File: src/rtl/lsu_mem_ctrl_pkg.sv
// lsu_mem_ctrl_pkg: size codes, FSM encoding and data width shared by the load/store unit
package lsu_mem_ctrl_pkg;
  localparam int WORD_WIDTH = 32;
  localparam logic [1:0] SZ_BYTE = 2'b00;
  localparam logic [1:0] SZ_HALF = 2'b01;
  localparam logic [1:0] SZ_WORD = 2'b10;
  localparam logic [1:0] S_IDLE  = 2'd0;
  localparam logic [1:0] S_READ  = 2'd1;
  localparam logic [1:0] S_RMW   = 2'd2;
  localparam logic [1:0] S_WRITE = 2'd3;
endpackage

File: src/rtl/lsu_mem_ctrl_if.sv
// lsu_mem_ctrl_if: MEM-stage request/response and data-memory port bundle
interface lsu_mem_ctrl_if;
  import lsu_mem_ctrl_pkg::*;
  logic                  req_valid;
  logic                  req_ready;
  logic                  req_we;
  logic [1:0]            req_size;
  logic                  req_signed;
  logic [WORD_WIDTH-1:0] req_addr;
  logic [WORD_WIDTH-1:0] req_wdata;
  logic                  rsp_valid;
  logic                  rsp_err;
  logic [WORD_WIDTH-1:0] rsp_rdata;
  logic                  data_wr;
  logic [WORD_WIDTH-1:0] data_addr;
  logic [WORD_WIDTH-1:0] data_in;
  logic [WORD_WIDTH-1:0] data_out;
  modport master (
    output req_valid, req_we, req_size, req_signed, req_addr, req_wdata, data_out,
    input  req_ready, rsp_valid, rsp_err, rsp_rdata, data_wr, data_addr, data_in
  );
  modport slave (
    input  req_valid, req_we, req_size, req_signed, req_addr, req_wdata, data_out,
    output req_ready, rsp_valid, rsp_err, rsp_rdata, data_wr, data_addr, data_in
  );
endinterface

File: src/rtl/lsu_mem_ctrl_lane_align.sv
// lsu_lane_align: big-endian lane extract/extend for loads and lane merge for stores
module lsu_lane_align
  import lsu_mem_ctrl_pkg::*;
(
  input  logic [1:0]            size,
  input  logic [1:0]            off,
  input  logic                  sgn,
  input  logic [WORD_WIDTH-1:0] word,
  input  logic [WORD_WIDTH-1:0] wdata,
  output logic [WORD_WIDTH-1:0] rdata,
  output logic [WORD_WIDTH-1:0] merged
);
  logic [4:0]            sh;
  logic [7:0]            b;
  logic [15:0]           h;
  logic [WORD_WIDTH-1:0] mask;
  always_comb begin
    sh     = size == SZ_BYTE ? {~off, 3'b000} : size == SZ_HALF ? {~off[1], 4'b0000} : 5'd0;
    b      = word[sh +: 8];
    h      = off[1] ? word[15:0] : word[31:16];
    mask   = size == SZ_BYTE ? 32'h0000_00ff << sh : size == SZ_HALF ? 32'h0000_ffff << sh : '1;
    rdata  = size == SZ_BYTE ? {{24{sgn & b[7]}}, b} : size == SZ_HALF ? {{16{sgn & h[15]}}, h} : word;
    merged = (word & ~mask) | ((wdata << sh) & mask);
  end
endmodule

File: src/rtl/lsu_mem_ctrl.sv
// lsu_mem_ctrl: load/store initiator; sub-word stores go through read-modify-write
module lsu_mem_ctrl
  import lsu_mem_ctrl_pkg::*;
#(
  parameter int MEM_BYTES = 4096
)(
  input logic          clk,
  input logic          rst,
  lsu_mem_ctrl_if.slave bus
);
  logic [1:0]            state;
  logic [1:0]            size_q;
  logic [1:0]            off_q;
  logic                  sgn_q;
  logic [WORD_WIDTH-1:0] wdata_q;
  logic [WORD_WIDTH-1:0] rdata;
  logic [WORD_WIDTH-1:0] merged;
  logic                  err;
  assign bus.req_ready = state == S_IDLE;
  assign err = bus.req_size == 2'b11
             | (bus.req_size == SZ_HALF && bus.req_addr[0])
             | (bus.req_size == SZ_WORD && bus.req_addr[1:0] != 2'b00)
             | bus.req_addr > WORD_WIDTH'(MEM_BYTES - 4);
  lsu_lane_align u_align (
    .size   (size_q),
    .off    (off_q),
    .sgn    (sgn_q),
    .word   (bus.data_out),
    .wdata  (wdata_q),
    .rdata  (rdata),
    .merged (merged)
  );
  always_ff @(posedge clk or posedge rst) begin
    if (rst) begin
      state         <= S_IDLE;
      size_q        <= '0;
      off_q         <= '0;
      sgn_q         <= 1'b0;
      wdata_q       <= '0;
      bus.data_wr   <= 1'b0;
      bus.data_addr <= '0;
      bus.data_in   <= '0;
      bus.rsp_valid <= 1'b0;
      bus.rsp_err   <= 1'b0;
      bus.rsp_rdata <= '0;
    end else begin
      bus.rsp_valid <= 1'b0;
      bus.rsp_err   <= 1'b0;
      bus.data_wr   <= 1'b0;
      case (state)
        S_IDLE: if (bus.req_valid) begin
          if (err) begin
            bus.rsp_valid <= 1'b1;
            bus.rsp_err   <= 1'b1;
            bus.rsp_rdata <= '0;
          end else begin
            size_q        <= bus.req_size;
            off_q         <= bus.req_addr[1:0];
            sgn_q         <= bus.req_signed;
            wdata_q       <= bus.req_wdata;
            bus.data_addr <= {bus.req_addr[WORD_WIDTH-1:2], 2'b00};
            if (!bus.req_we) state <= S_READ;
            else if (bus.req_size == SZ_WORD) begin
              bus.data_in <= bus.req_wdata;
              bus.data_wr <= 1'b1;
              state       <= S_WRITE;
            end else state <= S_RMW;
          end
        end
        S_READ: begin
          bus.rsp_rdata <= rdata;
          bus.rsp_valid <= 1'b1;
          state         <= S_IDLE;
        end
        S_RMW: begin
          bus.data_in <= merged;
          bus.data_wr <= 1'b1;
          state       <= S_WRITE;
        end
        default: begin
          bus.rsp_valid <= 1'b1;
          bus.rsp_rdata <= '0;
          state         <= S_IDLE;
        end
      endcase
    end
  end
endmodule

File: src/flat_wrapper.sv
// flat-port wrapper written by rule: the top's interface ports become plain ports
module lsu_mem_ctrl_flat import lsu_mem_ctrl_pkg::*;
#(
  parameter int MEM_BYTES = 4096
)
  (clk, rst, bus_req_valid, bus_req_we, bus_req_size, bus_req_signed, bus_req_addr, bus_req_wdata, bus_data_out, bus_req_ready, bus_rsp_valid, bus_rsp_err, bus_rsp_rdata, bus_data_wr, bus_data_addr, bus_data_in);
  lsu_mem_ctrl_if bus_i ();
  input logic clk;
  input logic rst;
  input wire logic [$bits(bus_i.req_valid)-1:0] bus_req_valid;
  input wire logic [$bits(bus_i.req_we)-1:0] bus_req_we;
  input wire logic [$bits(bus_i.req_size)-1:0] bus_req_size;
  input wire logic [$bits(bus_i.req_signed)-1:0] bus_req_signed;
  input wire logic [$bits(bus_i.req_addr)-1:0] bus_req_addr;
  input wire logic [$bits(bus_i.req_wdata)-1:0] bus_req_wdata;
  input wire logic [$bits(bus_i.data_out)-1:0] bus_data_out;
  output wire logic [$bits(bus_i.req_ready)-1:0] bus_req_ready;
  output wire logic [$bits(bus_i.rsp_valid)-1:0] bus_rsp_valid;
  output wire logic [$bits(bus_i.rsp_err)-1:0] bus_rsp_err;
  output wire logic [$bits(bus_i.rsp_rdata)-1:0] bus_rsp_rdata;
  output wire logic [$bits(bus_i.data_wr)-1:0] bus_data_wr;
  output wire logic [$bits(bus_i.data_addr)-1:0] bus_data_addr;
  output wire logic [$bits(bus_i.data_in)-1:0] bus_data_in;
  assign bus_i.req_valid = bus_req_valid;
  assign bus_i.req_we = bus_req_we;
  assign bus_i.req_size = bus_req_size;
  assign bus_i.req_signed = bus_req_signed;
  assign bus_i.req_addr = bus_req_addr;
  assign bus_i.req_wdata = bus_req_wdata;
  assign bus_i.data_out = bus_data_out;
  assign bus_req_ready = bus_i.req_ready;
  assign bus_rsp_valid = bus_i.rsp_valid;
  assign bus_rsp_err = bus_i.rsp_err;
  assign bus_rsp_rdata = bus_i.rsp_rdata;
  assign bus_data_wr = bus_i.data_wr;
  assign bus_data_addr = bus_i.data_addr;
  assign bus_data_in = bus_i.data_in;
  lsu_mem_ctrl #(.MEM_BYTES(MEM_BYTES)) u_core (.clk(clk), .rst(rst), .bus(bus_i));
endmodule
File: config.mk
export PLATFORM = sky130hd
export DESIGN_NAME = lsu_mem_ctrl_flat
export DESIGN_NICKNAME = d
export VERILOG_FILES = /design/src/rtl/lsu_mem_ctrl_pkg.sv /design/src/rtl/lsu_mem_ctrl_if.sv /design/src/rtl/lsu_mem_ctrl_lane_align.sv /design/src/rtl/lsu_mem_ctrl.sv /design/src/flat_wrapper.sv
export SDC_FILE = /design/constraint.sdc
export NUM_CORES = 1
export LEC_CHECK = 0
export CAP_MARGIN = 30
export CORE_MARGIN = 8
export CORE_UTILIZATION = 50
export DETAILED_ROUTE_END_ITERATION = 10
export PLACE_DENSITY_LB_ADDON = 0.08
export SLEW_MARGIN = 40
export SYNTH_ARGS = -nofsm -noshare
export SYNTH_HDL_FRONTEND = slang
export SYNTH_SLANG_ARGS = --single-unit
export TNS_END_PERCENT = 100
File: constraint.sdc
create_clock -name clk -period 13.35 [get_ports clk]
set_input_delay 2.0025 -clock clk [delete_from_list [all_inputs] [get_ports clk]]
set_output_delay 2.0025 -clock clk [all_outputs]
set_load 0.005 [all_outputs]
After elaboration in Yosys (flattened, before gate mapping)
Cells that the tools add are included.
W data, S select, Z words.
- output and inout port bits: 100
- register bits after elaboration: 136
- logic and storage cells: 79
- bits of input ports: 103
- reduce and logical (&&, ||, !) cells: 10
- shifts and indexed selects: 4
- order comparisons: 1
- multiplexer cells: 29
- eq/ne operators: 11
- bitwise logic cells: 13
- operator list (kind ; number):
    $mux W32 ; 10
    $pmux W32 S3 ; 1
    $and A32 B32 Y32 ; 2
    $pmux W32 S2 ; 1
    $gt A32 B12 Y1 const B ; 1
    $not A32 Y32 ; 1
    $or A32 B32 Y32 ; 1
    $shiftx A32 B6 Y8 ; 1
    $shl A16 B5 Y32 const A ; 1
    $shl A32 B5 Y32 ; 1
    $shl A8 B5 Y32 const A ; 1
    $mux W16 ; 1
    $mux W5 ; 2
    $mux W1 ; 8
    $eq A2 B1 Y1 const B ; 3
    $eq A2 B2 Y1 const B ; 3
    $mux W2 ; 3
    $ne A2 B2 Y1 const B ; 3
    $reduce_and A3 Y1 ; 2
    $reduce_and A5 Y1 ; 1
    $logic_not A2 Y1 ; 2
    $ne A2 B1 Y1 const B ; 2
    $pmux W1 S2 ; 2
    $pmux W2 S2 ; 1
    7 further kinds ; 14

Depth between registers and ports, before layout
Gate-level depths: netlist (run 1).
- depth in word-level cells: 10
- mapped depth: 11
- mapped depth without buffers: 8

By module
A second synthesis (run 1) with hierarchy kept.
- cell total of the unflattened synthesis: 732
- area total of the unflattened synthesis: 7393.3 µm²
- by module, submodules not included (module ; area an instance (µm²) ; seq. area each (µm²) ; instances ; cells each):
    lsu_mem_ctrl ; 5426.5 ; 3403.3 ; 1 ; 429
    lsu_lane_align ; 1966.9 ; 0.0 ; 1 ; 303

Worst setup path before layout (run 1)
OpenSTA, ideal clock, no wires.
- path type: input-to-reg
- start: input bus_req_addr[10]
- end: register u_core.bus.data_in[0]
- path buffers: 2
- setup time: 0.125 ns
- data arrival time: 3.488 ns
- setup slack: 9.737 ns
- data required time: 13.225 ns
- stages on the path: 7
- cell sequence: nand4_1 -> or3_4 -> and4_1 -> buf_2 -> nor2_4 -> buf_4 -> mux2_2
- word-level cells in the longest chain between the ends: 4
- RTL lines (what ; line ; source):
    start: declaration ; flat_wrapper.sv:14 ; input wire logic [$bits(bus_i.req_addr)-1:0] bus_req_addr;
    $gt A32 B12 Y1 ; lsu_mem_ctrl.sv:23 ; | bus.req_addr > WORD_WIDTH'(MEM_BYTES - 4);
    $or A1 B1 Y1 ; lsu_mem_ctrl.sv:23 ;
    $ne A2 B2 Y1 (no line) ; -- ;
    $reduce_and A5 Y1 (no line) ; -- ;
    end signal: assignment ; lsu_mem_ctrl.sv:64 ; bus.data_in <= bus.req_wdata;
    end signal: assignment ; lsu_mem_ctrl.sv:76 ; bus.data_in <= merged;
    end: declaration ; lsu_mem_ctrl_if.sv:24 ; output req_ready, rsp_valid, rsp_err, rsp_rdata, data_wr, data_addr, data_in
Every way passes these cells.
A chain may end at the register's enable or synchronous reset.

Worst setup path after layout (run 1)
- start: input bus_req_addr[27]
- end: register u_core.bus.data_in[31]
The elaborated chain is that of the path after synthesis.

==> flow_summary.ini, run 1 <==
[outcome]
outcome = finished, final reports clean

[pwr]
power_frac_clock_pct = 49.9
ir_drop_mv = 0.0960
share_comb_of_total_power_pct = 6.9
p_sw_w = 0.000201
power_density_nw_per_um2 = 100
seqPwrFrac_pct = 43.3
p_int_w = 0.000753
sw_frac_of_total_pct = 21.1
leakage_nw = 4.22

[worst_setup_path]
crit_required_ps = 13620
crit_fanout = 41
rrSetupSlack_ps = 9850
path_cells = clkdlybuf4s50_1 > nor4_1 > and3_1 > and4_2 > buf_4 > and4b_1 > a21oi_1
crit_path_end_kind = flop
crit_type = primary input to flop
crit_slowest_cell = and4b_1
crit_path_max_incr_delay_ps = 700
crit_path_start_kind = primary input
r2r-start = u_core.size_q[0]
cp.arrival_ps = 5140
r2r_end = u_core.bus.data_in[31]
rr_worst_depth = 8

[yosys]
ys_async_sr_fraction_pct = 100
yosysSeqAreaShare_pct = 49.9
synth.distinct_cells = 52
synthFlopType = dfrtp_1
synth-seq-cells = 136
syn_inst = 625
syn_area_um2 = 6820
avgSynthCellArea_um2 = 10.9
synth-edff-count = 0
ys_warn_count = 0

[cells_and_area]
layout_common_cells = clkdlybuf4s50_1 (200), dfrtp_1 (135), mux2_2 (73)
area_growth_pct = 39.4
fin_cells = 993
antennaDiodeCount = 0
fin_nets = 912
drive_above_1_share_pct = 16.2
layout_commonest_cell = clkdlybuf4s50_1

[timing]
finalCritPeriodShare_pct = 36.5
finalHoldViolations = 0
fmax_ghz = 0.205
worst_pin_slew_ps = 793
finalSetupViolCount = 0
clock_skew_ps = 6.80
setup_ws_ps = 8480
max_slew_margin_pct = 47.1
finalCriticalPeriod_ps = 4870
grt_setup_unrepaired = no
maxSlewViolCount = 0
fin_setup_tns_ps = 0

[die]
die_w_um = 133
rows = 42
start_util_pct = 51.3
fp.dieH_um = 133
dieArea_um2 = 17600
num_io_pins = 203
core_area_um2 = 13300

[place]
pre_cts_slack_ps = 8050
port_buffers = 200
gp_congestion = 0.895
dpl.cell_count = 962
hpwlAfterDp_um = 16200

[clock_network]
holdBufCountCts = 0
clockRootBuffer = clkbuf_16
cts_htree_levels = 4
cts_tree = yes
clock_tree.buffer_depth = 2
ctsResizeCount = 0
clkTransAtPathRegs_ps = 60
clock-sinks = 136
cts-buffers-inserted = 17
cts_setup_buffers = 0
clock_latency_ps = 420

[routing]
drtIter0Drc = 559
dr.pass1.iters = 6
postRouteAntennaNets = 0
drc = 0
wl_um = 21900
vias = 5910
viasPerCell = 5.95
route.detailed.wl_per_inst_um = 22.0

[global_route]
grt_pass1_wl_um = 34700
grt_pass1_vias = 6253
grt_max_degree = 74
track_usage_pct = 24.8
grt_overflow_total = 0
antenna_found_initial = 0

[min_path]
holdPathEnd = u_core.bus.rsp_rdata[19]
worstHoldStart = u_core.bus.rsp_rdata[19]
whs_path_depth = 1
hold_path.class = flop to flop

[job]
drv_cap = 0
==> flip-flops by register name, indices dropped and copies added, names as in the netlist <==
signal                cells
u_core.bus.data_addr     30
u_core.sgn_q              1
u_core.off_q              2
u_core.bus.rsp_valid      1
u_core.wdata_q           32
u_core.size_q             2
u_core.state              2
u_core.bus.data_wr        1
u_core.bus.rsp_rdata     32
u_core.bus.rsp_err        1
u_core.bus.data_in       32
==> area by class of cell <==
cell class,instances,area (µm²)
multi-input cells,420,3150
clock inverters,9,123
flip-flops and latches,136,3400
clock buffers,22,474
well taps,176,220
repair buffers,206,2050
inverters,24,95.1
fillers,975,3780
==> critical path, delay by kind of cell <==
kind	cells	cell delay, ps
and+or+nand+nor	4	2000
buffers and inverters	2	950
AOI/OAI and AO/OA	1	180
==> cells in the mapped netlist, drive strengths merged (3+ instances only) <==
master / count / area (µm²)
a21oi: 36 / 180
o311ai: 9 / 78.8
o21ai: 10 / 50.1
nor2: 52 / 203
and3: 4 / 25.0
o22ai: 12 / 75.1
o2bb2ai: 31 / 272
clkbuf: 24 / 90.1
nand2b: 16 / 100
nor4: 5 / 31.3
nand2: 46 / 173
o211ai: 8 / 60.1
a211o: 8 / 70.1
buf: 22 / 136
a31oi: 3 / 18.8
mux4: 6 / 135
dfrtp: 136 / 3400
mux2: 73 / 822
mux2i: 8 / 80.1
nor3: 5 / 30.0
nor2b: 25 / 156
a32oi: 8 / 70.1
inv: 24 / 90.1
ha: 4 / 50.1
a211oi: 9 / 67.6
a221oi: 20 / 175
==> power groups by stage <==
| stage | logic, W | registers, W | clock network [W] |
|---|---|---|---|
| 4_1_cts | 0.0000655 | 0.000413 | 0.000483 |
| 2_1_floorplan | 0.0000192 | 0.000420 | 0 |
| 3_5_place_dp | 0.0000652 | 0.000420 | 0 |
| 3_3_place_gp | 0.0000640 | 0.000420 | 0 |
| 6_report | 0.0000656 | 0.000413 | 0.000476 |
| 5_1_grt | 0.0000707 | 0.000413 | 0.000501 |
==> how the worst max path moves through the flow <==
stage | startpoint | end | slack, ps | depth (start not counted)
2_1_floorplan | rst | u_core.bus.data_addr[10] | 7710 | 1
3_3_place_gp | bus_req_addr[27] | u_core.bus.data_in[29] | 8150 | 7
3_5_place_dp | bus_req_addr[27] | u_core.bus.data_in[31] | 8050 | 7
4_1_cts | bus_req_addr[27] | u_core.bus.data_in[31] | 8460 | 7
5_1_grt | bus_req_addr[27] | u_core.bus.data_in[31] | 8260 | 7
6_report | bus_req_addr[27] | u_core.bus.data_in[31] | 8480 | 7
==> layer usage <==
| metal | global-route usage, % | wire length, µm | up-vias |
|---|---|---|---|
| met4 | 10.5 | 693 | 0 |
| met2 | 38.2 | 10400 | 301 |
| li1 | - | - | 2658 |
| met5 | 0 | 0 | - |
| met3 | 9.88 | 2240 | 54 |
| met1 | 30.2 | 8570 | 2897 |
==> stage by stage <==
step                utilization [%]  hold slack (ps)  instance area [µm²]  total power (W)
floorplan                         -              479                 6830         0.000439
finish                         71.6              490                 9510         0.000954
CTS                            71.4              492                 9490         0.000961
global placement               66.8              472                 8880         0.000484
global route                   71.6              500                 9510         0.000984
detailed placement             66.9              473                 8890         0.000485
==> cell families (layout without fill, tap and decap cells) <==
family / Yosys count / after routing / synth area share [%]
mux: 87 / 87 / 15.2
simple gates: 163 / 163 / 11.7
other cells: 1 / 2 / 0.0550
buf+inv: 70 / 261 / 4.64
flops: 136 / 136 / 49.9
fa+ha+maj: 4 / 4 / 0.734
compound gates: 164 / 164 / 17.8
Note: power is estimated with default switching activity, not from simulation.
==> run 2, diff against run 1 <==
--- a/config.mk
+++ b/config.mk
@@ -7,7 +7,7 @@
 export LEC_CHECK = 0
 export CAP_MARGIN = 30
 export CORE_MARGIN = 8
-export CORE_UTILIZATION = 50
+export CORE_UTILIZATION = 43
 export DETAILED_ROUTE_END_ITERATION = 10
 export PLACE_DENSITY_LB_ADDON = 0.08
 export SLEW_MARGIN = 40
==> constraint.sdc (replaced) <==
create_clock -name clk -period 4.1 [get_ports clk]
set_input_delay 0.615 -clock clk [delete_from_list [all_inputs] [get_ports clk]]
set_output_delay 0.615 -clock clk [all_outputs]
set_load 0.005 [all_outputs]
==> run 2 against run 1 <==
Compared with the run above:
- power increased to 3.4 times the previous value
- combinational power grew to 3.4 times the previous value
- clock skew increased by 3.3 ps
- flip-flop and latch count unchanged
- register-to-register slack got worse by 8900 ps
- core utilization shrank 10 points
- critical path type is now flop to flop
==> flow_summary.ini, run 2 (synthesis results as in run 1) <==
[outcome]
outcome = finished, final reports clean

[place]
hpwlAfterDp_um = 17200
port_buffers = 200
dpl.cell_count = 1007
gp_congestion = 0.956

[die]
dieArea_um2 = 20200
rows = 46
core_area_um2 = 15700
start_util_pct = 43.4
fp.dieH_um = 142
num_io_pins = 203
die_w_um = 142

[job]
drv_cap = 0

[clock_network]
clockRootBuffer = clkbuf_16
clkTransAtPathRegs_ps = 60
clock_tree.buffer_depth = 2
cts-buffers-inserted = 17
clock-sinks = 136
holdBufCountCts = 0
cts_tree = yes
cts_htree_levels = 4
cts_setup_buffers = 0
ctsResizeCount = 0
clock_latency_ps = 430

[cells_and_area]
fin_nets = 918
layout_common_cells = clkdlybuf4s50_1 (200), dfrtp_1 (136), mux2_2 (73)
layout_commonest_cell = clkdlybuf4s50_1
antennaDiodeCount = 0
fin_cells = 1040
area_growth_pct = 41.5
drive_above_1_share_pct = 16.5
top_regs = u_core.bus.data_in (32), u_core.bus.rsp_rdata (32), u_core.wdata_q (32)

[pwr]
power_density_nw_per_um2 = 333
leakage_nw = 4.25
ir_drop_mv = 0.276

[worst_setup_path]
crit_path_start_kind = flop
crit_path_end_kind = flop
crit_required_ps = 4460
crit_type = flop to flop
cp.arrival_ps = 3530
crit_fanout = 25

[timing]
finalSetupViolCount = 0
grt_setup_unrepaired = no
fin_setup_tns_ps = 0
finalHoldViolations = 0
finalCriticalPeriod_ps = 3170
max_slew_margin_pct = 46.6
fmax_ghz = 0.316
finalCritPeriodShare_pct = 77.3
maxSlewViolCount = 0
clock_skew_ps = 10.1
worst_pin_slew_ps = 801

[routing]
vias = 5842
dr.pass1.iters = 5
drtIter0Drc = 432
wl_um = 22700
postRouteAntennaNets = 0
route.detailed.wl_per_inst_um = 21.9
drc = 0
viasPerCell = 5.62

[global_route]
grt_overflow_total = 0
grt_pass1_vias = 6269
antenna_found_initial = 0
grt_max_degree = 137
track_usage_pct = 23.3
grt_pass1_wl_um = 35700

[min_path]
hold_path.class = flop to flop
## run 2: changes by cell type in the layout (fill, tap and decap cells not counted), moves of 2 or more
| cell | delta |
|---|---|
| buf_4 | +5 |
| clkinv_4 | +2 |
| clkbuf_8 | -2 |
| clkinvlp_4 | +3 |
| inv_6 | +2 |
| clkinv_2 | -4 |
## run 2: per-stage QoR
stage / worst slack [ps] / instance area [µm²] / hold WS [ps] / util, % / power (W)
6_report: 932 / 9660 / 491 / 61.5 / 0.00322
5_1_grt: 664 / 9660 / 507 / 61.5 / 0.00332
4_1_cts: 919 / 9610 / 494 / 61.2 / 0.00324
3_5_place_dp: 922 / 8970 / 474 / 57.1 / 0.00159
3_3_place_gp: 1010 / 8970 / 474 / 57.1 / 0.00158
2_1_floorplan: 1380 / 6830 / 479 / - / 0.00143
## run 2: worst paths after layout
kind | startpoint | endpoint | slack [ps] | cells past startpoint
setup / recovery | u_core.size_q[1] | u_core.bus.data_in[17] | 930 | 9
hold / removal | u_core.bus.rsp_rdata[25] | u_core.bus.rsp_rdata[25] | 490 | 1
setup reg to reg | u_core.size_q[1] | u_core.bus.data_in[17] | 930 | 9
hold reg to reg | u_core.bus.rsp_rdata[25] | u_core.bus.rsp_rdata[25] | 490 | 1
max in group asynchronous | rst | u_core.bus.data_in[16] | 2760 | 4
min in group asynchronous | rst | u_core.bus.rsp_rdata[18] | 580 | 3
## run 2: critical path: stages, from the launching register on
cell and delay, ps:
dfrtp_1 850, or2_1 700, inv_2 80, buf_4 250, ha_1 200, a211oi_1 230
buf_4 250, a221oi_1 80, a211oi_1 320, a211o_1 140
## run 2: layout make-up
type                    count  area [µm²]
inverters                  24        93.8
clock buffers              19         443
fillers                  1330        6060
clock inverters            13         191
repair buffers            212        2120
multi-input cells         420        3130
flip-flops and latches    136        3400
well taps                 216         270
## run 2: report_power, final
group	switching [W]	internal, W
combinational	0.000104	0.000117
clock	0.000612	0.00104
sequential	0.000000375	0.00134
total	0.000717	0.00250
## run 2: routing by layer
metal | part of all wire, % | vias to the layer above | global-route usage (%) | routed length (µm)
li1 | - | 2667 | - | -
met1 | 41 | 2863 | 27.9 | 9270
met2 | 48 | 264 | 37.5 | 10800
met3 | 8.4 | 48 | 7.95 | 1910
met4 | 3.2 | 0 | 9.78 | 718
met5 | 0 | - | 0 | 0
